$ cat config.mk
export PLATFORM = sky130hd
export DESIGN_NAME = axi_lite_master
export DESIGN_NICKNAME = d
export VERILOG_FILES = /design/src/rtl/axi_lite_pkg.sv /design/src/rtl/axi_lite_master.sv
export SDC_FILE = /design/constraint.sdc
export NUM_CORES = 1
export LEC_CHECK = 0
export ABC_AREA = 1
export BUFFER_PORTS_ARGS = -buffer_cell sky130_fd_sc_hd__buf_4
export CORE_MARGIN = 3
export CORE_UTILIZATION = 52
export DETAILED_ROUTE_END_ITERATION = 16
export PLACE_DENSITY = 0.92
export SETUP_SLACK_MARGIN = 0.3
export SYNTH_ARGS = -nofsm -noshare
export SYNTH_HDL_FRONTEND = slang
export SYNTH_SLANG_ARGS = --single-unit
$ cat constraint.sdc
create_clock -name axi_clk -period 9.01 [get_ports axi_clk]
set_clock_uncertainty 0.05 [all_clocks]
set_input_delay 0.901 -clock axi_clk [delete_from_list [all_inputs] [get_ports axi_clk]]
set_output_delay 0.901 -clock axi_clk [all_outputs]
set_load 0.01 [all_outputs]
$ cat src/rtl/axi_lite_pkg.sv
// Shared AXI4-Lite definitions: initiator FSM states, response codes and default protection.
package axi_lite_pkg;

  typedef enum logic [2:0] {
    StIdle,
    StWr,
    StWrResp,
    StRdAddr,
    StRdData,
    StDone
  } axi_state_e;

  localparam logic [1:0] RESP_OKAY   = 2'b00;
  localparam logic [1:0] RESP_EXOKAY = 2'b01;
  localparam logic [1:0] RESP_SLVERR = 2'b10;
  localparam logic [1:0] RESP_DECERR = 2'b11;

  localparam logic [2:0] PROT_DEFAULT = 3'b000;

endpackage

$ cat src/rtl/axi_lite_master.sv
// Single-outstanding AXI4-Lite initiator: one user command in, one AXI transaction out,
// one response pulse back, with a bounded response timeout.
module axi_lite_master
  import axi_lite_pkg::*;
#(
  parameter int unsigned ADDR_W         = 32,
  parameter int unsigned DATA_W         = 32,
  parameter int unsigned TIMEOUT_CYCLES = 1024
) (
  input  logic                  axi_clk,
  input  logic                  axi_rst,
  // user command / response
  input  logic                  cmd_valid,
  output logic                  cmd_ready,
  input  logic                  cmd_write,
  input  logic [ADDR_W-1:0]     cmd_addr,
  input  logic [DATA_W-1:0]     cmd_wdata,
  input  logic [DATA_W/8-1:0]   cmd_wstrb,
  output logic                  rsp_valid,
  output logic [DATA_W-1:0]     rsp_rdata,
  output logic [1:0]            rsp_resp,
  output logic                  rsp_timeout,
  // AXI4-Lite master
  output logic [ADDR_W-1:0]     m_axi_awaddr,
  output logic [2:0]            m_axi_awprot,
  output logic                  m_axi_awvalid,
  input  logic                  m_axi_awready,
  output logic [DATA_W-1:0]     m_axi_wdata,
  output logic [DATA_W/8-1:0]   m_axi_wstrb,
  output logic                  m_axi_wvalid,
  input  logic                  m_axi_wready,
  input  logic [1:0]            m_axi_bresp,
  input  logic                  m_axi_bvalid,
  output logic                  m_axi_bready,
  output logic [ADDR_W-1:0]     m_axi_araddr,
  output logic [2:0]            m_axi_arprot,
  output logic                  m_axi_arvalid,
  input  logic                  m_axi_arready,
  input  logic [DATA_W-1:0]     m_axi_rdata,
  input  logic [1:0]            m_axi_rresp,
  input  logic                  m_axi_rvalid,
  output logic                  m_axi_rready
);

  localparam int unsigned StrbW   = DATA_W / 8;
  localparam int unsigned CntW    = (TIMEOUT_CYCLES == 0) ? 1 : $clog2(TIMEOUT_CYCLES + 1);
  localparam bit          TmoEn   = (TIMEOUT_CYCLES != 0);
  // Abort on the edge that would bring the count to TIMEOUT_CYCLES.
  localparam logic [CntW-1:0] TmoLast = CntW'(TIMEOUT_CYCLES - 1);

  axi_state_e           state_q, state_d;
  logic [ADDR_W-1:0]    addr_q, addr_d;
  logic [DATA_W-1:0]    wdata_q, wdata_d;
  logic [StrbW-1:0]     wstrb_q, wstrb_d;
  logic                 awvalid_q, awvalid_d;
  logic                 wvalid_q, wvalid_d;
  logic                 arvalid_q, arvalid_d;
  logic [DATA_W-1:0]    rsp_rdata_q, rsp_rdata_d;
  logic [1:0]           rsp_resp_q, rsp_resp_d;
  logic                 rsp_timeout_q, rsp_timeout_d;
  logic [CntW-1:0]      cnt_q, cnt_d;

  logic active;
  logic tmo;

  always_comb begin
    state_d       = state_q;
    addr_d        = addr_q;
    wdata_d       = wdata_q;
    wstrb_d       = wstrb_q;
    awvalid_d     = awvalid_q;
    wvalid_d      = wvalid_q;
    arvalid_d     = arvalid_q;
    rsp_rdata_d   = rsp_rdata_q;
    rsp_resp_d    = rsp_resp_q;
    rsp_timeout_d = rsp_timeout_q;
    cnt_d         = cnt_q;

    active = (state_q == StWr) || (state_q == StWrResp) ||
             (state_q == StRdAddr) || (state_q == StRdData);
    tmo    = TmoEn && active && (cnt_q == TmoLast);

    if (active && (cnt_q != '1)) begin
      cnt_d = cnt_q + 1'b1;
    end

    unique case (state_q)
      StIdle: begin
        if (cmd_valid) begin
          addr_d = cmd_addr;
          cnt_d  = '0;
          if (cmd_write) begin
            wdata_d   = cmd_wdata;
            wstrb_d   = cmd_wstrb;
            awvalid_d = 1'b1;
            wvalid_d  = 1'b1;
            state_d   = StWr;
          end else begin
            arvalid_d = 1'b1;
            state_d   = StRdAddr;
          end
        end
      end
      StWr: begin
        // AW and W retire independently; move on once neither is still pending.
        if (awvalid_q && m_axi_awready) awvalid_d = 1'b0;
        if (wvalid_q && m_axi_wready)   wvalid_d  = 1'b0;
        if (!awvalid_d && !wvalid_d)    state_d   = StWrResp;
      end
      StWrResp: begin
        if (m_axi_bvalid) begin
          rsp_resp_d    = m_axi_bresp;
          rsp_rdata_d   = '0;
          rsp_timeout_d = 1'b0;
          state_d       = StDone;
        end
      end
      StRdAddr: begin
        if (m_axi_arready) begin
          arvalid_d = 1'b0;
          state_d   = StRdData;
        end
      end
      StRdData: begin
        if (m_axi_rvalid) begin
          rsp_resp_d    = m_axi_rresp;
          rsp_rdata_d   = m_axi_rdata;
          rsp_timeout_d = 1'b0;
          state_d       = StDone;
        end
      end
      StDone: begin
        state_d = StIdle;
      end
      default: begin
        state_d = StIdle;
      end
    endcase

    // A B/R handshake in the expiry cycle takes priority over the abort.
    if (tmo && !((state_q == StWrResp) && m_axi_bvalid) &&
        !((state_q == StRdData) && m_axi_rvalid)) begin
      awvalid_d     = 1'b0;
      wvalid_d      = 1'b0;
      arvalid_d     = 1'b0;
      rsp_resp_d    = RESP_SLVERR;
      rsp_rdata_d   = '0;
      rsp_timeout_d = 1'b1;
      state_d       = StDone;
    end
  end

  always_ff @(posedge axi_clk or posedge axi_rst) begin
    if (axi_rst) begin
      state_q       <= StIdle;
      addr_q        <= '0;
      wdata_q       <= '0;
      wstrb_q       <= '0;
      awvalid_q     <= 1'b0;
      wvalid_q      <= 1'b0;
      arvalid_q     <= 1'b0;
      rsp_rdata_q   <= '0;
      rsp_resp_q    <= '0;
      rsp_timeout_q <= 1'b0;
      cnt_q         <= '0;
    end else begin
      state_q       <= state_d;
      addr_q        <= addr_d;
      wdata_q       <= wdata_d;
      wstrb_q       <= wstrb_d;
      awvalid_q     <= awvalid_d;
      wvalid_q      <= wvalid_d;
      arvalid_q     <= arvalid_d;
      rsp_rdata_q   <= rsp_rdata_d;
      rsp_resp_q    <= rsp_resp_d;
      rsp_timeout_q <= rsp_timeout_d;
      cnt_q         <= cnt_d;
    end
  end

  assign cmd_ready     = (state_q == StIdle);
  assign rsp_valid     = (state_q == StDone);
  assign rsp_rdata     = rsp_rdata_q;
  assign rsp_resp      = rsp_resp_q;
  assign rsp_timeout   = rsp_timeout_q;

  assign m_axi_awaddr  = addr_q;
  assign m_axi_awprot  = PROT_DEFAULT;
  assign m_axi_awvalid = awvalid_q;
  assign m_axi_wdata   = wdata_q;
  assign m_axi_wstrb   = wstrb_q;
  assign m_axi_wvalid  = wvalid_q;
  assign m_axi_bready  = (state_q == StWrResp);
  assign m_axi_araddr  = addr_q;
  assign m_axi_arprot  = PROT_DEFAULT;
  assign m_axi_arvalid = arvalid_q;
  assign m_axi_rready  = (state_q == StRdData);

endmodule

==> Word level (Yosys, flattened, before mapping) <==
Index checks and enable logic that the tools add are counted.
{ "classes": {"n_reduce_logical": 26, "eq_ne": 14, "add_sub_neg": 1, "n_mux": 38} }
{ "op_table": {"columns": ["cell", "n"], "rows": [
  ["$mux W32", 3],
  ["$pmux W32 S2", 1],
  ["$mux W11", 3],
  ["$mux W3", 6],
  ["$mux W1", 15],
  ["$ne A3 B2 Y1 const B", 5],
  ["$pmux W3 S5", 1],
  ["$add A11 B1 Y11 const B", 1],
  ["$eq A11 B10 Y1 const B", 1],
  ["$ne A11 B11 Y1 const B", 1],
  ["$logic_and A1 B1 Y1", 9],
  ["$reduce_and A3 Y1", 3],
  ["$reduce_bool A3 Y1", 3],
  ["$mux W2", 4],
  ["$pmux W1 S2", 4],
  ["$eq A3 B2 Y1 const B", 2],
  ["$eq A3 B3 Y1 const B", 2],
  ["$ne A3 B1 Y1 const B", 2],
  ["$reduce_and A5 Y1", 1],
  ["$logic_not A1 Y1", 4],
  ["$pmux W2 S2", 1],
  ["$reduce_and A4 Y1", 1],
  ["$eq A3 B1 Y1 const B", 1],
  ["$logic_not A3 Y1", 1],
  ["2 further kinds", 4]
]} }
{ "totals": {"inputBits": 113, "wordCells": 90, "ff_bits": 120} }

==> Depth between registers and ports, before layout <==
Gate-level depths: netlist of run 1.
{ "depth": {"word_depth": 9, "depth_mapped": 10} }

==> Worst setup path after synthesis of run 1 <==
OpenSTA, ideal clock, no wires.
{ "synth_path": {"path_type": "input port to flip-flop", "start": "input cmd_write", "end": "register wdata_q[0], in the netlist m_axi_wdata[0]", "t_required_ns": 8.833, "t_arrival_ns": 1.640, "path_stages": 4, "slack_ns": 7.192, "cell_sequence": "inv_1 > nor2_8 > buf_6 > mux2_1"} }
{ "synth_between": {"elab_chain_cells": 1} }
{ "synth_rtl": {"columns": ["item", "line", "text"], "rows": [
  ["from (decl)", "axi_lite_master.sv:15", "input logic cmd_write,"],
  ["$reduce_and A3 Y1 (no line)", null, null],
  ["to (signal assigned)", "axi_lite_master.sv:169", "wdata_q <= wdata_d;"],
  ["to (decl)", "axi_lite_master.sv:53", "logic [DATA_W-1:0] wdata_q, wdata_d;"]
]} }
No other way between the ends.
A chain may end at the register's enable or synchronous reset.

==> Worst setup path in the final report of run 1 <==
{ "layout_path": {"start": "register state_q[1]", "end": "register addr_q[23], in the netlist m_axi_araddr[23]"} }
{ "layout_between": {"elab_chain_cells": 2} }
{ "layout_rtl": {"columns": ["item", "line", "text"], "rows": [
  ["from (decl)", "axi_lite_master.sv:51", "axi_state_e state_q, state_d;"],
  ["from (signal assigned)", "axi_lite_master.sv:155", "state_q <= StIdle;"],
  ["from (signal assigned)", "axi_lite_master.sv:167", "state_q <= state_d;"],
  ["$logic_not A3 Y1", "axi_lite_master.sv:87", "unique case (state_q)"],
  ["$reduce_and A2 Y1 (no line)", null, null],
  ["to (signal assigned)", "axi_lite_master.sv:168", "addr_q <= addr_d;"],
  ["to (decl)", "axi_lite_master.sv:52", "logic [ADDR_W-1:0] addr_q, addr_d;"]
]} }
No other way between the ends.

==> results.txt, run 1 <==
* Congestion Overflow GR: 0
- For met1 alone, demand over resource in global routing was 0.3072.
* Ratio of cells with drive above 1 in the final layout: 0.3616
- The tree is rooted in a sky130_fd_sc_hd__clkbuf_16.
* Number of DRC markers in iteration 0: 385
- Leading cell type in the layout, fill and taps excluded: sky130_fd_sc_hd__buf_4
* Crit path launch: state_q[1]$_DFFE_PP0P_
- Sink count of the clock tree: 120
- The die covers approximately 13000 µm².
- Worst relative slew slack: 0.3349
- Hold-fix buffers at CTS: 0
- Clock-pin slew of the registers on the worst-case setup and hold paths: 60 ps
- Yosys mapped the design onto 32 distinct sky130hd cell types.
* Sequential element share of the synthesized area: 0.5059
- Number of top-level design ports: 261
- Final design utilization: 0.7458
* Run status: complete, no violations
- After filler insertion, the fill cell instance count of the layout stands at roughly 740.
- Depth of the worst register-to-register path: 7
- For this configuration, the core starts out at a cell density of 0.5404.
- In the global route stage, met2 resource usage came out at 0.4589.
* Vias in the first global route: between 5000 and 6000
- Power spread over the standard cell area amounts to 344.9 nW/µm².
* Kind of start point of the critical path: register
* Count of input and output buffers: 254
* Peak supply drop: around 0.22 mV
* Worst Hold Margin: 437.3 ps
- Antenna diodes: 0
- Once the clock tree was built, the resizer swapped 0 gates to a different size.
- Number of antenna violations at the first check in global routing: 0
- Number of vias after detailed routing: 5412
- Area taken by multi-input logic gates: 2202 µm²
* Remaining DRCs: 0
* Yosys warning count: 0
- Worst Hold Launch: m_axi_wdata[2]$_DFFE_PP0P_
- Of the available clock period, the critical path in the final layout requires 0.3349.
- TritonCTS built the clock tree.
- Total Routing Usage GR: 0.2700
- met2 is the most crowded layer.
* Cell Int Power: about 1.8 mW
* Number of nets at the end of the flow: 987
- Worst Tran Pin Value: 991.6 ps
* Clk buf depth: 2
- Number of detailed-routing iterations run before antenna repair: 5
* Reported max-cap violation count: 0
* Sequential share of power: 0.328
- Register bit total from synthesis: 120
- Global-route track usage on met3: 0.09037
* Capturing element type of the critical path: register
* Avg Inst Size Synth: 8.926 µm²
* Type of the worst min-delay path: reg2reg
* Count of mapped cells out of synthesis: between 600 and 700
* Final non-filler cell area: approximately 8000 µm²
- Die Span Y: 112.8 µm
- The share of total power dissipated in combinational logic is 0.415.
- Antenna viol nets, final: 0
- Final HPWL DP: 12.30 mm
* H-tree depth reported by CTS: 4
* First-pass GRT wire length: 27.11 mm
* Detail-routed via count per cell: approximately 5.3
- STA puts the critical path data arrival time at 3240 ps.
- Later-pin clock latency in the skew report: 410 ps
* Post-CTS Repair Setup Buffers: 0
- Entering global routing, the biggest net connects 78 pins.
- Core Footprint: 10980 µm²
- Across the whole layout, storage elements account for 3003 µm².
* Overall die width: 112.8 µm
* Commonest cells after routing, fill and taps aside: 256 x sky130_fd_sc_hd__buf_4, 185 x sky130_fd_sc_hd__nand2_1, 120 x sky130_fd_sc_hd__dfrtp_1
- Wires add up to between 15 and 20 mm.
- Dividing the detail-routed wire length by the instance count gives 17.24 µm.
* Syn Std Cell Area: 5936 µm²
- Final-layout setup total negative slack: 0 ps
- Based on the critical path, the design can be clocked at up to 331.4 MHz.
- R2r setup slk: 5990 ps
- The worst path in the final design needs a cycle of 3018 ps, including I/O delays and setup.
- Setup repair after global routing left no endpoint under its margin.
- The worst register-to-register path begins at state_q[1]$_DFFE_PP0P_.
- Final count of negative-setup-slack endpoints: 0
- Placement row count: 38
* Worst flop-to-flop path endpoint: m_axi_araddr[23]$_DFFE_PP0P_
- The number of failing hold endpoints at the final stage came to 0.
- Of the total power, the clock network draws 0.256.
- Kind of critical path: reg2reg
- The completed layout was analyzed and its total power is 2.826 mW.
- Of the total power, the share spent switching nets is 0.3766.
- Area delta synth->final: 38.01%
* Sw Pwr: 1.064 mW
- Instance area at placement: 7556 µm²
- Crit-path max FO: 39
- Following the worst setup path forward leads to its endpoint at m_axi_araddr[23]$_DFFE_PP0P_.
* Final Wtd Congestion: 0.8095
- At the worst endpoint, the required time is 9230 ps.
* Count of final max-slew check failures: 0
- Num CTS Buffers: 17
* Leakage power: 4.573 nW
[layer usage]
layer,part of all wire,vias up
met5,0,-
met4,0.039,0
met3,0.10,42
met2,0.50,309
met1,0.36,2540
li1,-,2521
[logic make-up (layout without fill, tap and decap cells)]
family | count (synthesis) | after routing | share of synthesized area
AO/OA/AOI/OAI | 57 | 57 | 0.06556
XOR/XNOR | 2 | 2 | 0.002952
adder cells (fa/ha/maj) | 1 | 1 | 0.002108
buffers and inverters | 139 | 354 | 0.1263
flip-flops | 120 | 120 | 0.5059
multiplexers | 36 | 36 | 0.06830
other | 1 | 6 | 0.0006318
AND/OR/NAND/NOR | 309 | 309 | 0.2283
[cells in the mapped netlist]
cell                          n  area share
sky130_fd_sc_hd__buf_4       38       0.048
sky130_fd_sc_hd__nor2_1      54       0.034
sky130_fd_sc_hd__o21ai_0     10      0.0084
sky130_fd_sc_hd__nor3_1       4      0.0034
sky130_fd_sc_hd__o211ai_1    35       0.044
sky130_fd_sc_hd__nand4_1     37       0.039
sky130_fd_sc_hd__nand3_1     11      0.0093
sky130_fd_sc_hd__dfrtp_1    120        0.51
sky130_fd_sc_hd__nor2_4       2      0.0038
sky130_fd_sc_hd__inv_2        8      0.0051
sky130_fd_sc_hd__buf_1        1     0.00063
sky130_fd_sc_hd__mux2_2       6       0.011
sky130_fd_sc_hd__buf_2       20       0.017
sky130_fd_sc_hd__ha_1         1      0.0021
sky130_fd_sc_hd__nand2_4      3      0.0057
sky130_fd_sc_hd__nand2_1    185        0.12
sky130_fd_sc_hd__conb_1       1     0.00063
sky130_fd_sc_hd__o2111ai_1    2      0.0030
sky130_fd_sc_hd__clkinv_1     1     0.00063
sky130_fd_sc_hd__mux2_1      30       0.057
sky130_fd_sc_hd__clkbuf_1     5      0.0032
sky130_fd_sc_hd__xor2_1       2      0.0030
sky130_fd_sc_hd__a2bb2oi_1    1      0.0015
sky130_fd_sc_hd__a41oi_1      1      0.0015
sky130_fd_sc_hd__nor2_2       3      0.0032
sky130_fd_sc_hd__nand2_2      8      0.0084
sky130_fd_sc_hd__inv_1       58       0.037
sky130_fd_sc_hd__a21oi_1      7      0.0059
sky130_fd_sc_hd__nor2_8       1      0.0034
sky130_fd_sc_hd__buf_6        8       0.015
sky130_fd_sc_hd__a31oi_1      1      0.0011
sky130_fd_sc_hd__or2_2        1      0.0011
[metrics by stage]
stage	setup WS, ps	cells
final	5992	1025
after global routing	5822	1025
after CTS	6050	1025
after detailed placement	5825	994
after global placement	5857	994
after floorplan	4873	670
[power by group through the flow]
stage | logic, mW | clock network, mW | registers [mW]
after detailed placement | 1.17 | 0 | 0.926
after global routing | 1.26 | 0.754 | 0.953
after global placement | 1.13 | 0 | 0.912
after floorplan | 0.582 | 0 | 0.990
final | 1.17 | 0.724 | 0.928
after CTS | 1.18 | 0.731 | 0.925
[critical path, stage by stage (launching register included)]
cell                       delay, ps
sky130_fd_sc_hd__dfrtp_1         470
sky130_fd_sc_hd__inv_2            70
sky130_fd_sc_hd__nand2_1         130
sky130_fd_sc_hd__nor2_4           80
sky130_fd_sc_hd__nand2_2         610
sky130_fd_sc_hd__clkinv_1       1040
sky130_fd_sc_hd__nand2_1         320
sky130_fd_sc_hd__nand2_1         110
[state kept, by name (all words and copies together), names as in the netlist]
signal / flops
m_axi_awvalid: 1
rsp_resp: 2
m_axi_wvalid: 1
rsp_timeout: 1
m_axi_wstrb: 4
rsp_rdata: 32
cnt_q: 11
m_axi_wdata: 32
m_axi_araddr: 32
m_axi_arvalid: 1
state_q: 3
[layout make-up]
type | instances | share of cell area
clock buffers | 18 | 0.05361
well taps | 140 | 0.02138
inverters | 67 | 0.03101
repair buffers | 256 | 0.2346
flip-flops and latches | 120 | 0.3666
clock inverters | 13 | 0.02398
multi-input cells | 411 | 0.2688
[worst min path at each step]
stage,to,slack (ps),cells past startpoint
after floorplan,cnt_q[10]$_DFF_PP0_,440,2
after global placement,m_axi_wstrb[2]$_DFFE_PP0P_,420,1
after detailed placement,m_axi_wdata[2]$_DFFE_PP0P_,430,1
after CTS,m_axi_wdata[2]$_DFFE_PP0P_,440,1
after global routing,m_axi_wstrb[1]$_DFFE_PP0P_,450,1
final,m_axi_wdata[2]$_DFFE_PP0P_,440,1
No activity file was read; power rests on OpenSTA's default activity.
==> run 2, diff against run 1 <==
--- a/config.mk
+++ b/config.mk
@@ -8,9 +8,9 @@
 export ABC_AREA = 1
 export BUFFER_PORTS_ARGS = -buffer_cell sky130_fd_sc_hd__buf_4
 export CORE_MARGIN = 3
-export CORE_UTILIZATION = 52
+export CORE_UTILIZATION = 43
 export DETAILED_ROUTE_END_ITERATION = 16
-export PLACE_DENSITY = 0.92
+export PLACE_DENSITY = 0.82
 export SETUP_SLACK_MARGIN = 0.3
 export SYNTH_ARGS = -nofsm -noshare
 export SYNTH_HDL_FRONTEND = slang
==> constraint.sdc (replaced) <==
create_clock -name axi_clk -period 2.7 [get_ports axi_clk]
set_clock_uncertainty 0.05 [all_clocks]
set_input_delay 0.27 -clock axi_clk [delete_from_list [all_inputs] [get_ports axi_clk]]
set_output_delay 0.27 -clock axi_clk [all_outputs]
set_load 0.01 [all_outputs]
==> run 2 against run 1 <==
Compared with the run above: sequential share of layout area fell by 1.3 points; global-route usage fell by 4.1 points; cell count rose by 6.0%; non-clock buffer count rose by 24; core utilization fell by 11 points; fmax rose by 39%; sequential cell count did not move; critical path type unchanged; critical path depth rose by 2; clock power rose to 3.3 times the previous value; sequential power rose to 3.3 times the previous value; register-to-register slack got worse by 5500 ps; critical endpoint is now rsp_rdata[28]$_DFFE_PP0P_; via count fell by 0.67%.
==> results.txt, run 2 (synthesis gave the netlist of run 1 again) <==
* Count of final max-slew check failures: 0
- Max-cap violations in this run came to 0.
* Number of vias after detailed routing: 5376
* Shortest period the worst path allows: 2168 ps
* Capturing element type of the critical path: register
- Wire length per cell after detailed routing: 16.15 µm
- First-pass GRT wire length: between 20 and 30 mm
* Worst Tran Pin Value: ~730 ps
- Sequential share of power: 0.329
- Antenna diodes: 0
* Final HPWL DP: between 10 and 15 mm
- Die area: 15250 µm²
- In this run the power density over the cells is 1106 nW/µm².
* Clk buf depth: 2
* Run status: complete, no violations
- After clock tree synthesis, the setup repair step added 0 buffers.
- The signal on the critical path passes through ha_1, nand2_1, nor2_2, nand2_2, nor2_4, nand2_2, buf_12, o211ai_1, nand2_1.
* Final Wtd Congestion: around 0.88
- In this run the worst hold path is classified as in2reg.
* Ratio of cells with drive above 1 in the final layout: 0.3593
- Across the VDD grid, the largest voltage drop is 0.5164 mV.
- Relative to the synthesized area, the layout overhead comes to 43.00%.
- The first detailed-routing pass took 5 iterations.
- Leading cell type in the layout, fill and taps excluded: sky130_fd_sc_hd__buf_4
- Clock-pin slew of the registers on the worst-case setup and hold paths: approximately 60 ps
- Congestion Overflow GR: 0
- Crit-path max FO: 53
- The later pin in the worst-skew pair is clocked with a latency of 410 ps.
* Cell Count, Final, Fillers Out: roughly 1100
- In this run, CTS created clock tree buffers numbering 17.
- Leakage power: approximately 4.7 nW
* Overall die width: 123.5 µm
* Depth of the worst register-to-register path: 9
- The number of failing hold endpoints at the final stage came to 0.
- The H-tree generated during clock tree synthesis spans 4 levels.
- Counting tap cells, the placed design contains a total of about 1000 instances.
- Cell Int Power: 5.915 mW
* Part of the power in combinational logic: 0.416
* Hold-fix buffers at CTS: 18
* CP Data Required Time: ~2900 ps
- The via count of the first global-routing pass is 5285.
- Number of antenna violations at the first check in global routing: 0
- Number of top-level design ports: 261
* Area taken by multi-input logic gates: 2202 µm²
- Across every metal layer, demand over resource in global routing totals 0.2286.
- Hold depth: 3
- Detail-routed via count per cell: 4.950
- Setup repair after global routing missed its margin: no
* Worst relative slew slack: 0.5103
* Sw Pwr: 3.472 mW
- Count of input and output buffers: 254
- For this configuration, the core starts out at a cell density of 0.4447.
- For this design, the slowest cell found on the critical path is sky130_fd_sc_hd__dfrtp_1.
- Commonest cells after routing, fill and taps aside: 260 x sky130_fd_sc_hd__buf_4, 185 x sky130_fd_sc_hd__nand2_1, 120 x sky130_fd_sc_hd__dfrtp_1
- CP max stage delay: 420 ps
* Sink count of the clock tree: 120
* Number of gates resized after cts: 0
* Antenna viol nets, final: 0
* Clock share of power: 0.256
- Placement row count: 42
* Remaining DRCs: 0
- After the first detailed-routing iteration, the DRC count stood at 292.
* Arrival time at the worst endpoint: 2400 ps
- Number of nets at the end of the flow: 1011
- TritonCTS built the clock tree.
- Core Footprint: 13350 µm²
- Worst Hold Margin: 16.19 ps
- At the end of the flow the core is filled with cells to 0.6359.
* Maximum operating frequency: roughly 460 MHz
- Dividing the final minimum period by the clock period gives 0.8028.
* Cell at the root of the clock tree: sky130_fd_sc_hd__clkbuf_16
- Filler cell count in the final layout: around 1100
- The worst setup path is launched from a register.
- Share of total power consumed by net switching: 0.3699
- Wires add up to 17.54 mm.
- Kind of critical path: reg2reg
* Die Span Y: roughly 120 µm
- Final count of negative-setup-slack endpoints: 0
* Storage cell area: 3003 µm²
- Final-layout setup total negative slack: 0 ps
- Entering global routing, the biggest net connects 59 pins.
run 2: through the flow:
step                instance area [µm²]  worst slack (ps)  power [mW]
floorplan                          5958             910.7       5.245
global placement                   7672             641.8       6.865
detailed placement                 7672             560.1       6.991
CTS                                8488             553.8       9.471
global route                       8488             402.1       9.977
finish                             8488             532.3       9.387
run 2: power by group through the flow:
| stage | sequential [mW] | clock [mW] | combinational [mW] |
|---|---|---|---|
| after detailed placement | 3.08 | 0 | 3.91 |
| after global placement | 3.05 | 0 | 3.81 |
| after global routing | 3.18 | 2.53 | 4.27 |
| after floorplan | 3.30 | 0 | 1.94 |
| after CTS | 3.08 | 2.45 | 3.95 |
| final | 3.09 | 2.40 | 3.90 |
run 2: layer usage:
layer,share of wire,global-route usage,vias to the layer above
li1,-,-,2582
met1,0.37,0.2598,2500
met2,0.51,0.3911,271
met3,0.11,0.08692,23
met4,0.018,0.08443,0
met5,0,0,-
run 2: final timing paths:
kind                                        startpoint                            to  slack (ps)
setup / recovery                    cnt_q[0]$_DFF_PP0_     rsp_rdata[28]$_DFFE_PP0P_         530
setup reg to reg                    cnt_q[0]$_DFF_PP0_     rsp_rdata[28]$_DFFE_PP0P_         530
min in group asynchronous                      axi_rst   m_axi_araddr[5]$_DFFE_PP0P_         490
max in group asynchronous                      axi_rst           cnt_q[10]$_DFF_PP0_        1250
hold reg to reg            m_axi_wdata[23]$_DFFE_PP0P_   m_axi_wdata[23]$_DFFE_PP0P_         440
hold / removal                            cmd_addr[27]  m_axi_araddr[27]$_DFFE_PP0P_          20
run 2: area by class of cell:
cell class,instances,area share
inverter,67,0.03007
multi-input combinational,411,0.2594
clock inverter,14,0.02314
timing repair buffer,280,0.2559
sequential,120,0.3538
clock buffer,18,0.05174
tap,176,0.02594
run 2: critical path, delay by kind of cell (launching register included):
family | cells | cell delay (ps)
and+or+nand+nor | 6 | 870
adders and majority gates | 1 | 260
AOI/OAI and AO/OA | 1 | 120
buffers and inverters | 1 | 300
DFF | 1 | 420
